### src/rtl/sdram_rst_seq_if.sv
// Software reset request/acknowledge handshake for sdram_rst_seq.
// The requester drives sw_rst_req; the sequencer answers with a one-cycle sw_rst_ack.
interface sdram_rst_seq_if;
    logic sw_rst_req;
    logic sw_rst_ack;

    modport master (
        output sw_rst_req,
        input  sw_rst_ack
    );

    modport slave (
        input  sw_rst_req,
        output sw_rst_ack
    );
endinterface

### src/rtl/sdram_rst_seq.sv
// SDRAM clock-domain reset sequencer: hold, ordered release, power-up wait, sw reset.
// Define RST_DEBOUNCE_EN to synchronize and debounce sw_rst_req.
module sdram_rst_seq #(
    parameter int NUM_RST         = 3,
    parameter int HOLD_CYCLES     = 16,
    parameter int STAGE_GAP       = 4,
    parameter int PWRUP_CYCLES    = 20000,
    parameter int CNT_W           = 16,
    parameter int DEBOUNCE_CYCLES = 8
) (
    input  logic                 clk,
    input  logic                 rst_n,
    input  logic                 pll_locked,
    sdram_rst_seq_if.slave       req_if,
    output logic [NUM_RST-1:0]   rst_out_n,
    output logic                 pwrup_done,
    output logic                 busy
);

    localparam int SW = $clog2(NUM_RST + 1);

    typedef enum logic [1:0] {
        HOLD,
        RELEASE,
        PWRUP,
        RUN
    } state_t;

    state_t             r_state;
    logic [CNT_W-1:0]   r_cnt;
    logic [SW-1:0]      r_stage;
    logic               r_lock_s1;
    logic               r_lock_s;
    logic               r_req_q;
    logic               r_ack;
    logic [NUM_RST-1:0] r_rst_n;
    logic               r_done;
    logic               r_busy;
    logic               w_req_i;
    logic               w_req_edge;

`ifdef RST_DEBOUNCE_EN
    logic             r_req_s1;
    logic             r_req_s2;
    logic [CNT_W-1:0] r_db_cnt;
    logic             r_req_db;

    // Any low synchronized sample restarts the qualification window.
    always_ff @(posedge clk or negedge rst_n) begin
        if (!rst_n) begin
            r_req_s1 <= 1'b0;
            r_req_s2 <= 1'b0;
            r_db_cnt <= '0;
            r_req_db <= 1'b0;
        end else begin
            r_req_s1 <= req_if.sw_rst_req;
            r_req_s2 <= r_req_s1;
            if (!r_req_s2) begin
                r_db_cnt <= '0;
                r_req_db <= 1'b0;
            end else if (r_db_cnt == CNT_W'(DEBOUNCE_CYCLES - 1)) begin
                r_req_db <= 1'b1;
            end else begin
                r_db_cnt <= r_db_cnt + 1'b1;
            end
        end
    end

    assign w_req_i = r_req_db;
`else
    logic w_unused_db;
    assign w_unused_db = (DEBOUNCE_CYCLES != 0);
    assign w_req_i     = req_if.sw_rst_req;
`endif

    assign w_req_edge = w_req_i & ~r_req_q;

    always_ff @(posedge clk or negedge rst_n) begin
        if (!rst_n) begin
            r_state   <= HOLD;
            r_cnt     <= '0;
            r_stage   <= '0;
            r_lock_s1 <= 1'b0;
            r_lock_s  <= 1'b0;
            r_req_q   <= 1'b0;
            r_ack     <= 1'b0;
            r_rst_n   <= '0;
            r_done    <= 1'b0;
            r_busy    <= 1'b1;
        end else begin
            r_lock_s1 <= pll_locked;
            r_lock_s  <= r_lock_s1;
            r_req_q   <= w_req_i;
            r_ack     <= 1'b0;
            // Lock loss outranks everything, including a pending request.
            if (!r_lock_s) begin
                r_state <= HOLD;
                r_cnt   <= '0;
                r_stage <= '0;
                r_rst_n <= '0;
                r_done  <= 1'b0;
                r_busy  <= 1'b1;
            end else begin
                unique case (r_state)
                    HOLD: begin
                        if (r_cnt == CNT_W'(HOLD_CYCLES - 1)) begin
                            r_cnt      <= '0;
                            r_rst_n[0] <= 1'b1;
                            r_stage    <= SW'(1);
                            r_state    <= (NUM_RST == 1) ? PWRUP : RELEASE;
                        end else begin
                            r_cnt <= r_cnt + 1'b1;
                        end
                    end
                    RELEASE: begin
                        if (r_cnt == CNT_W'(STAGE_GAP - 1)) begin
                            r_cnt            <= '0;
                            r_rst_n[r_stage] <= 1'b1;
                            r_stage          <= r_stage + 1'b1;
                            if (r_stage == SW'(NUM_RST - 1))
                                r_state <= PWRUP;
                        end else begin
                            r_cnt <= r_cnt + 1'b1;
                        end
                    end
                    PWRUP: begin
                        if (r_cnt == CNT_W'(PWRUP_CYCLES - 1)) begin
                            r_cnt   <= '0;
                            r_done  <= 1'b1;
                            r_busy  <= 1'b0;
                            r_state <= RUN;
                        end else begin
                            r_cnt <= r_cnt + 1'b1;
                        end
                    end
                    RUN: begin
                        if (w_req_edge) begin
                            r_ack   <= 1'b1;
                            r_cnt   <= '0;
                            r_stage <= '0;
                            r_rst_n <= '0;
                            r_done  <= 1'b0;
                            r_busy  <= 1'b1;
                            r_state <= HOLD;
                        end
                    end
                endcase
            end
        end
    end

    assign rst_out_n         = r_rst_n;
    assign pwrup_done        = r_done;
    assign busy              = r_busy;
    assign req_if.sw_rst_ack = r_ack;

endmodule
### src/flat_wrapper.sv
// flat-port wrapper written by rule: the top's interface ports become plain ports
module sdram_rst_seq_flat 
#(
    parameter int NUM_RST         = 3,
    parameter int HOLD_CYCLES     = 16,
    parameter int STAGE_GAP       = 4,
    parameter int PWRUP_CYCLES    = 20000,
    parameter int CNT_W           = 16,
    parameter int DEBOUNCE_CYCLES = 8
)
  (clk, rst_n, pll_locked, rst_out_n, pwrup_done, busy, req_if_sw_rst_req, req_if_sw_rst_ack);
  sdram_rst_seq_if req_if_i ();
  input  logic clk;
  input  logic rst_n;
  input  logic pll_locked;
  output logic [NUM_RST-1:0] rst_out_n;
  output logic pwrup_done;
  output logic busy;
  input wire logic [$bits(req_if_i.sw_rst_req)-1:0] req_if_sw_rst_req;
  output wire logic [$bits(req_if_i.sw_rst_ack)-1:0] req_if_sw_rst_ack;
  assign req_if_i.sw_rst_req = req_if_sw_rst_req;
  assign req_if_sw_rst_ack = req_if_i.sw_rst_ack;
  sdram_rst_seq #(.NUM_RST(NUM_RST), .HOLD_CYCLES(HOLD_CYCLES), .STAGE_GAP(STAGE_GAP), .PWRUP_CYCLES(PWRUP_CYCLES), .CNT_W(CNT_W), .DEBOUNCE_CYCLES(DEBOUNCE_CYCLES)) u_core (.clk(clk), .rst_n(rst_n), .pll_locked(pll_locked), .req_if(req_if_i), .rst_out_n(rst_out_n), .pwrup_done(pwrup_done), .busy(busy));
endmodule
### config.mk
export PLATFORM = sky130hd
export DESIGN_NAME = sdram_rst_seq_flat
export DESIGN_NICKNAME = d
export VERILOG_FILES = /design/src/rtl/sdram_rst_seq_if.sv /design/src/rtl/sdram_rst_seq.sv /design/src/flat_wrapper.sv
export SDC_FILE = /design/constraint.sdc
export NUM_CORES = 1
export LEC_CHECK = 0
export ABC_AREA = 0
export CAP_MARGIN = 15
export CORE_ASPECT_RATIO = 2
export CORE_MARGIN = 1
export CORE_UTILIZATION = 58
export CTS_CLUSTER_DIAMETER = 200
export DETAILED_ROUTE_END_ITERATION = 10
export PLACE_DENSITY = 0.82
export SETUP_SLACK_MARGIN = 0.1
export SYNTH_ARGS = -nofsm -noshare
export SYNTH_HDL_FRONTEND = slang
export SYNTH_SLANG_ARGS = --single-unit
### constraint.sdc
create_clock -name clk -period 2.64 [get_ports clk]
set_input_delay 0.264 -clock clk [delete_from_list [all_inputs] [get_ports clk]]
set_output_delay 0.264 -clock clk [all_outputs]
set_load 0.01 [all_outputs]
# Word-level counts from Yosys, hierarchy flattened
# Index checks and enable logic that the tools add are counted.
[totals]
regBits = 29
input_bits = 4
output_inout_bits = 6
wordCells = 74
[op_classes]
add_sub_neg = 2
order_cmp = 2
n_eq_ne = 15
mux = 35
n_bitwise = 3
n_reduce_logical = 6
[op_table]
columns = ["op", "n"]
rows = [
  ["$mux 16", 5],
  ["$pmux 16 s4", 1],
  ["$ne 3x3->1 const B", 7],
  ["$add 16x1->16 const B", 1],
  ["$eq 16x15->1 const B", 1],
  ["$eq 16x2->1 const B", 1],
  ["$eq 16x4->1 const B", 1],
  ["$mux 2", 8],
  ["$mux 1", 11],
  ["$mux 3", 3],
  ["$pmux 2 s4", 1],
  ["$eq 2x2->1 const B", 3],
  ["$pmux 2 s3", 1],
  ["$reduce_and 3->1", 2],
  ["$reduce_and 5->1", 1],
  ["$ne 4x4->1 const B", 1],
  ["$pmux 1 s2", 2],
  ["$pmux 2 s2", 1],
  ["$reduce_and 4->1", 1],
  ["$lt 2x3->1 const B", 1],
  ["$or 3x3->3", 1],
  ["$pmux 1 s3", 1],
  ["$add 2x1->2 const B", 1],
  ["$demux 1 s2", 1],
  ["other kinds (6)", 6],
]

# Logic depth before layout (Yosys ltp)
# Gate-level depths: netlist of the first run.
[logic_depth]
depth_word = 8
mapped_depth = 8
ltp_nobuf = 6

# Worst setup path after synthesis of the first run
# OpenSTA, ideal clock, no wires.
[synth_path]
kind = "register to register"
start = "register u_core.r_cnt[9]"
end = "register u_core.r_state[0]"
setup_ps = 76
t_arrival_ps = 2298
required_ps = 2564
setup_slack_ps = 266
path_stages_with_launch = 7
path_buffers = 1
synth_period_minus_slack_ps = 2374
cell_sequence = "dfrtp_1 > buf_6 > or4_4 > or4_4 > a32o_2 > or4_1 > o21ai_1"
[synth_between]
elab_chain_len = 3
elab_cells_between_ends = 7
classes_between = "6 x eq/ne; 1 x reduce/logical"
[synth_rtl]
columns = ["item", "line", "rtl"]
rows = [
  ["from (decl)", "sdram_rst_seq.sv:30", "logic [CNT_W-1:0] r_cnt;"],
  ["from (signal assigned)", "sdram_rst_seq.sv:112", "r_cnt <= r_cnt + 1'b1;"],
  ["from (signal assigned)", "sdram_rst_seq.sv:123", "r_cnt <= r_cnt + 1'b1;"],
  ["from (signal assigned)", "sdram_rst_seq.sv:133", "r_cnt <= r_cnt + 1'b1;"],
  ["$eq 16x2->1 (tied with other cells)", "sdram_rst_seq.sv:116", "if (r_cnt == CNT_W'(STAGE_GAP - 1)) begin"],
  ["$ne 3x3->1 (no line)", "--", ""],
  ["$reduce_and 5->1 (no line) (*)", "--", ""],
  ["to (signal assigned)", "sdram_rst_seq.sv:110", "r_state <= (NUM_RST == 1) ? PWRUP : RELEASE;"],
  ["to (decl)", "sdram_rst_seq.sv:29", "state_t r_state;"],
]
# Mark *: on every way between the ends. The rest lies on a longest branch, timed or not.
# A chain may end at the register's enable or synchronous reset.

# Final worst setup path of the first run
[layout_path]
start = "register u_core.r_cnt[6]"
end = "register u_core.r_state[0]"
# The elaborated chain is that of the path after synthesis.

==> results of run 1 <==
power breakdown:
| part | leakage [nW] | internal, mW | switching [mW] |
|---|---|---|---|
| registers | 0.382 | 0.524 | 0.0672 |
| logic | 0.394 | 0.310 | 0.380 |
| clock network | 0.0455 | 0.212 | 0.165 |
layer usage:
metal | global-route usage (%) | vias up
met4 | 15.7 | 0
met2 | 51.1 | 32
li1 | - | 704
met3 | 5.87 | 15
met5 | 0 | -
met1 | 26.4 | 744
synth_stat cells (all sizes together):
cell	number
a211o	2
o2bb2ai	2
a311o	1
a32o	1
a221oi	2
a2bb2oi	1
or3	4
o311a	1
dfstp	1
ha	9
a221o	1
nand3	4
a2111oi	1
nor2	6
nor4	4
nor2b	2
nand2	22
o22a	1
or4	4
clkbuf	7
a21o	3
nor4b	1
and4	2
xor2	1
nand3b	1
inv	8
buf	2
nand4	5
a31oi	6
a21oi	13
nand2b	4
mux2i	2
xnor2	8
and3	2
o21ai	7
o211ai	3
a211oi	1
nand4b	1
o21a	1
and2	2
nor3	7
dfrtp	28
registers in the layout, indices dropped and copies added (netlist names):
name and count:
u_core.pwrup_done 1, u_core.req_if.sw_rst_ack 1, u_core.r_req_q 1, u_core.r_state 2, u_core.rst_out_n 3, u_core.r_cnt 16, u_core.r_stage 2, u_core.r_lock_s1 1
u_core.busy 1, u_core.r_lock_s 1
logic make-up (layout without fill, tap and decap cells):
| logic type | Yosys count | after routing | synth area share (%) |
|---|---|---|---|
| AO/OA/AOI/OAI | 47 | 47 | 18.5 |
| multiplexers | 2 | 2 | 1.17 |
| AND/OR/NAND/NOR | 71 | 71 | 22.5 |
| flip-flops | 29 | 29 | 42.4 |
| buffers and inverters | 17 | 31 | 4.23 |
| XOR/XNOR | 9 | 9 | 4.60 |
| adder cells (fa/ha/maj) | 9 | 9 | 6.57 |
worst paths after layout:
check	from	depth (start not counted)	end	slack, ns
max	u_core.r_cnt[6]	5	u_core.r_state[0]	0.18
min	u_core.r_lock_s1	0	u_core.r_lock_s	0.35
max reg2reg	u_core.r_cnt[6]	5	u_core.r_state[0]	0.18
min reg2reg	u_core.r_lock_s1	0	u_core.r_lock_s	0.35
max in group asynchronous	rst_n	2	u_core.busy	1.96
min in group asynchronous	rst_n	2	u_core.rst_out_n[2]	0.37
cell type report:
class,count,area (µm²)
multi-input cells,138,918
clock buffers,8,90.1
flip-flops and latches,29,728
inverters,8,30.0
repair buffers,15,148
well taps,29,36.3
fillers,218,820
worst register-to-register path: cells and delay by family (launching register included):
kind	cells	cell delay (ns)
AO/OA/AOI/OAI	2	0.39
AND/OR/NAND/NOR	3	1.57
flip-flops	1	0.43
metrics by stage:
step | instance area, µm² | hold slack [ns] | instances | utilization (%) | setup slack, ns
floorplan | 1710 | -0.0316 | 184 | - | 0.266
global placement | 1860 | 0.335 | 219 | 67.0 | 0.229
detailed placement | 1860 | 0.336 | 219 | 67.0 | 0.186
CTS | 1950 | 0.352 | 227 | 70.2 | 0.170
global route | 1950 | 0.361 | 227 | 70.4 | 0.121
finish | 1950 | 0.350 | 227 | 70.4 | 0.182
==> out/metrics.yaml, run 1 <==
die-area_um2: 3190
max_cap_violations: 0
grt_antenna_before_repair: 0
outcome: "finished clean"
drtIter0Drc: 43
clock_latency_ns: 0.28
htreeDepth: 2
ant_nets: 0
yosysTopAreaCellShare_pct: 40.9
slowest_stage: "or4_4"
power_density_nw_per_um2: 850
tightest_slew_ns: 0.505
grt_pass1_wl_um: 6280
leakagePower_nw: 0.821
synth_area_leader_cell: "dfrtp_1"
syn-instance-count: 184
firstDrtPassIters: 4
path_cells: "or4_4, or4_4, a32o_2, or4_1, o21ai_1"
fp.dieH_um: 78.9
ir_drop_mv: 0.734
maxSlewViolCount: 0
portBuffers: 9
ys_ff_latch: 29
critPathBufInv: 0
place.gp.congestion: 0.910
core_um2: 2770
synth_nets: 197
root_buffer: "clkbuf_8"
initial_utilization_pct: 61.9
vias: 1495
post_cts_buffers: 0
period_share_pct: 93.1
yosysWarnings: 0
crit_family: "simple AND/OR/NAND/NOR gates"
nets: 210
max_stage_delay_ns: 0.56
row_count: 27
wl_met2_um: 2170
fp.dieW_um: 40.4
crit_fanout: 6
drive_gt1_share_pct: 9.60
dp_hpwl_um: 2860
tns_ns: 0
clk_pin_slew_ns: 0.06
io_pins: 10
cp_common_cell: "or4_4"
final_common_cell: "dfrtp_1"
fin_crit_ns: 2.46
top_layer_used: "met4"
max_freq_ghz: 0.407
diodes: 0
min_path_type: "flip-flop to flip-flop"
clk_path_buf_depth: 2
wl_met3_um: 97
synth_cell_types: 46
ctsResizeCount: 0
track_usage_pct: 28.5
cts_tree: "built"
avgRoutedWirePerCell_um: 17.0
end_kind: "flip-flop"
ctsHoldBuffers: 0
wl_um: 3860
skew_ns: 0.00269
drc: 0
finalSetupViolCount: 0
layout_common_cells: "27 x dfrtp_1, 22 x nand2_1, 13 x a21oi_1"
syn_area_um2: 1710
ys_top_cells_by_area: "dfrtp_1 41%, ha_1 6.6%, nand2_1 4.8%, xnor2_1 4.1%, a21oi_1 3.8%"
crit_path_start_kind: "flip-flop"
avgViaCountPerCell: 6.59
rsz0062_at_grt: "no"
area_growth_syn_to_layout_pct: 13.8
relSlewSlack_pct: 66.4
worstPathRequired_ns: 2.85
clock_sinks: 29
p_total_mw: 1.66
worstPathArrival_ns: 2.67
grt-ovfl-total: 0
yosysSeqAreaShare_pct: 42.4
crit_type: "flip-flop to flip-flop"
grt_pass1_vias: 1499
cts_made_buffers: 5
final_hold_viol_count: 0
drt-met1-wl_um: 1430
syn_area_per_cell_um2: 9.32
grt_max_degree: 30
(Power assumes the default switching activity.)
==> run 2: changes to the inputs <==
Settings changed: CORE_UTILIZATION 58 to 35, PLACE_DENSITY 0.82 to 0.56.
==> run 2 against run 1 <==
  * Sequential share of layout area fell by 0.65 points
  * Global-route usage fell by 9.6 points
  * Total power fell by 1.7%
  * Sequential power barely moved
  * Cell count rose by 12%
  * Sequential cell count did not move
==> out/metrics.yaml, run 2 (synthesized netlist as in run 1, its figures left out) <==
drtIter0Drc: 33  # -23%
tns_ns: 0  # unchanged
avgRoutedWirePerCell_um: 16.4  # -3.8%
fp.dieH_um: 101  # +28%
drive_gt1_share_pct: 10.1  # +0.45 points
ctsHoldBuffers: 0  # unchanged
rsz0062_at_grt: "no"
vias: 1467  # -1.9%
layout_common_cells: "28 x dfrtp_1, 22 x nand2_1, 13 x a21oi_1"
tightest_slew_ns: 0.459  # -0.0461 ns
max_freq_ghz: 0.413  # +1.5%
dp_hpwl_um: 3190  # +11%
worstPathArrival_ns: 2.64  # -0.03 ns
grt_max_degree: 30  # unchanged
firstDrtPassIters: 4  # unchanged
cts_tree: "built"
holdWs_ns: 0.353  # +0.00263 ns
area_growth_syn_to_layout_pct: 15.6
max_stage_delay_ns: 0.56  # about the same
slowest_stage: "or4_4"
fp.dieW_um: 51.5  # +27%
place.gp.congestion: 0.826  # -9.3%
p_int_mw: 1.02  # -2.9%
p_sw_mw: 0.614  # +0.42%
clock_latency_ns: 0.28  # about the same
critPathBufInv: 0  # unchanged
fin_crit_ns: 2.42  # -0.0363 ns
largest_reg_flops: 16  # unchanged
worstPathRequired_ns: 2.85  # about the same
die-area_um2: 5200  # +63%
relSlewSlack_pct: 69.4  # +3.1 points
crit_family: "simple AND/OR/NAND/NOR gates"
track_usage_pct: 18.8  # -9.6 points
swShare_pct: 37.7  # +0.79 points
cp_common_cell: "or4_4"
fillers: 483  # +120%
finalSetupViolCount: 0  # unchanged
final_cells: 254  # +12%
period_share_pct: 91.7  # -1.4 points
io_pins: 10  # unchanged
nets: 211  # +0.48%
grt_antenna_before_repair: 0  # unchanged
final_hold_viol_count: 0  # unchanged
htreeDepth: 2  # unchanged
skew_ns: 0.00656  # +0.00387 ns
cts_made_buffers: 5  # unchanged
ant_nets: 0  # unchanged
pwr-share-clk_pct: 21.6  # -1.1 points
portBuffers: 9  # unchanged
comb_power_share_pct: 42.2  # +0.6 points
crit_path_start_kind: "flip-flop"
grt_pass1_wl_um: 7170  # +14%
outcome: "finished clean"
diodes: 0  # unchanged
path_cells: "or4_4, or4_4, a32o_2, or4_1, o21ai_1"
avgViaCountPerCell: 5.78  # -12%
maxSlewViolCount: 0  # unchanged
initial_utilization_pct: 36.9  # -25 points
crit_type: "flip-flop to flip-flop"
core_um2: 4640  # +68%
end_kind: "flip-flop"
final_common_cell: "dfrtp_1"
placedCellCount: 245  # +12%
grt-ovfl-total: 0  # unchanged
crit_fanout: 4  # -2
regMostFlops: "u_core.r_cnt"
drc: 0  # unchanged
utilization_pct: 42.7  # -28 points
power_density_nw_per_um2: 822  # -3.2%
max_cap_violations: 0  # unchanged
min_path_type: "flip-flop to flip-flop"
leakagePower_nw: 0.828  # +0.80%
clk_path_buf_depth: 2  # unchanged
row_count: 35  # +30%
clk_pin_slew_ns: 0.07  # about the same
grt_pass1_vias: 1597  # +6.5%
root_buffer: "clkbuf_8"
ir_drop_mv: 0.376  # -49%
wl_um: 4150  # +7.7%
clock_sinks: 29  # unchanged
p_seq_share_pct: 36.3  # +0.6 points
[run 2: cell count changes in the layout (fill, tap and decap cells not counted)]
cell      delta
buf_4        +1
clkinv_2     +2
dfrtp_2      -1
dfrtp_1      +1
clkbuf_8     -1
clkbuf_1     -1
[run 2: per-layer routing]
layer / vias to the layer above / global-route usage (%) / wire [µm]
met3: 16 / 3.47 / 112
met2: 35 / 36.2 / 2430
met1: 712 / 16.3 / 1440
met5: - / 0 / 0
li1: 704 / - / -
met4: 0 / 13.1 / 176
[run 2: final cells by class]
type,instances,area [µm²],area share [%]
Multi-Input combinational cell,138,918,46.3
Sequential cell,29,727,36.7
Timing Repair Buffer,16,155,7.83
Clock buffer,6,72.6,3.66
Tap cell,55,68.8,3.47
Inverter,8,30.0,1.52
Clock inverter,2,10.0,0.505
[run 2: worst paths after layout]
kind / end / slack (ns) / startpoint / depth (start not counted)
setup / recovery: u_core.r_state[0] / 0.22 / u_core.r_cnt[6] / 5
hold / removal: u_core.r_lock_s / 0.35 / u_core.r_lock_s1 / 0
setup reg to reg: u_core.r_state[0] / 0.22 / u_core.r_cnt[6] / 5
hold reg to reg: u_core.r_lock_s / 0.35 / u_core.r_lock_s1 / 0
max in group asynchronous: u_core.busy / 1.96 / rst_n / 2
min in group asynchronous: u_core.r_stage[0] / 0.36 / rst_n / 2
[run 2: power by group through the flow]
stage | clock [mW] | combinational, mW | sequential (mW)
finish | 0.351 | 0.687 | 0.591
global route | 0.390 | 0.773 | 0.601
floorplan | 0 | 0.430 | 0.590
global placement | 0 | 0.668 | 0.593
CTS | 0.366 | 0.691 | 0.591
detailed placement | 0 | 0.688 | 0.600
[run 2: through the flow]
| step | area, µm² | setup slack, ns | power [mW] |
|---|---|---|---|
| 2_1_floorplan | 1710 | 0.266 | 1.02 |
| 3_3_place_gp | 1890 | 0.211 | 1.26 |
| 3_5_place_dp | 1890 | 0.190 | 1.29 |
| 4_1_cts | 1970 | 0.177 | 1.65 |
| 5_1_grt | 1980 | 0.102 | 1.76 |
| 6_report | 1980 | 0.218 | 1.63 |
[run 2: timing repair]
action	CTS	global route
gates resized for setup	0	1
setup buffers	0	1
endpoints found under the setup margin	0	2
==> run 3: changes to the inputs <==
Settings changed: CORE_MARGIN 1 to not set, TNS_END_PERCENT set to 20.
==> results of run 3 <==
Final layout, timing and power as in run 2 (identical DEF).
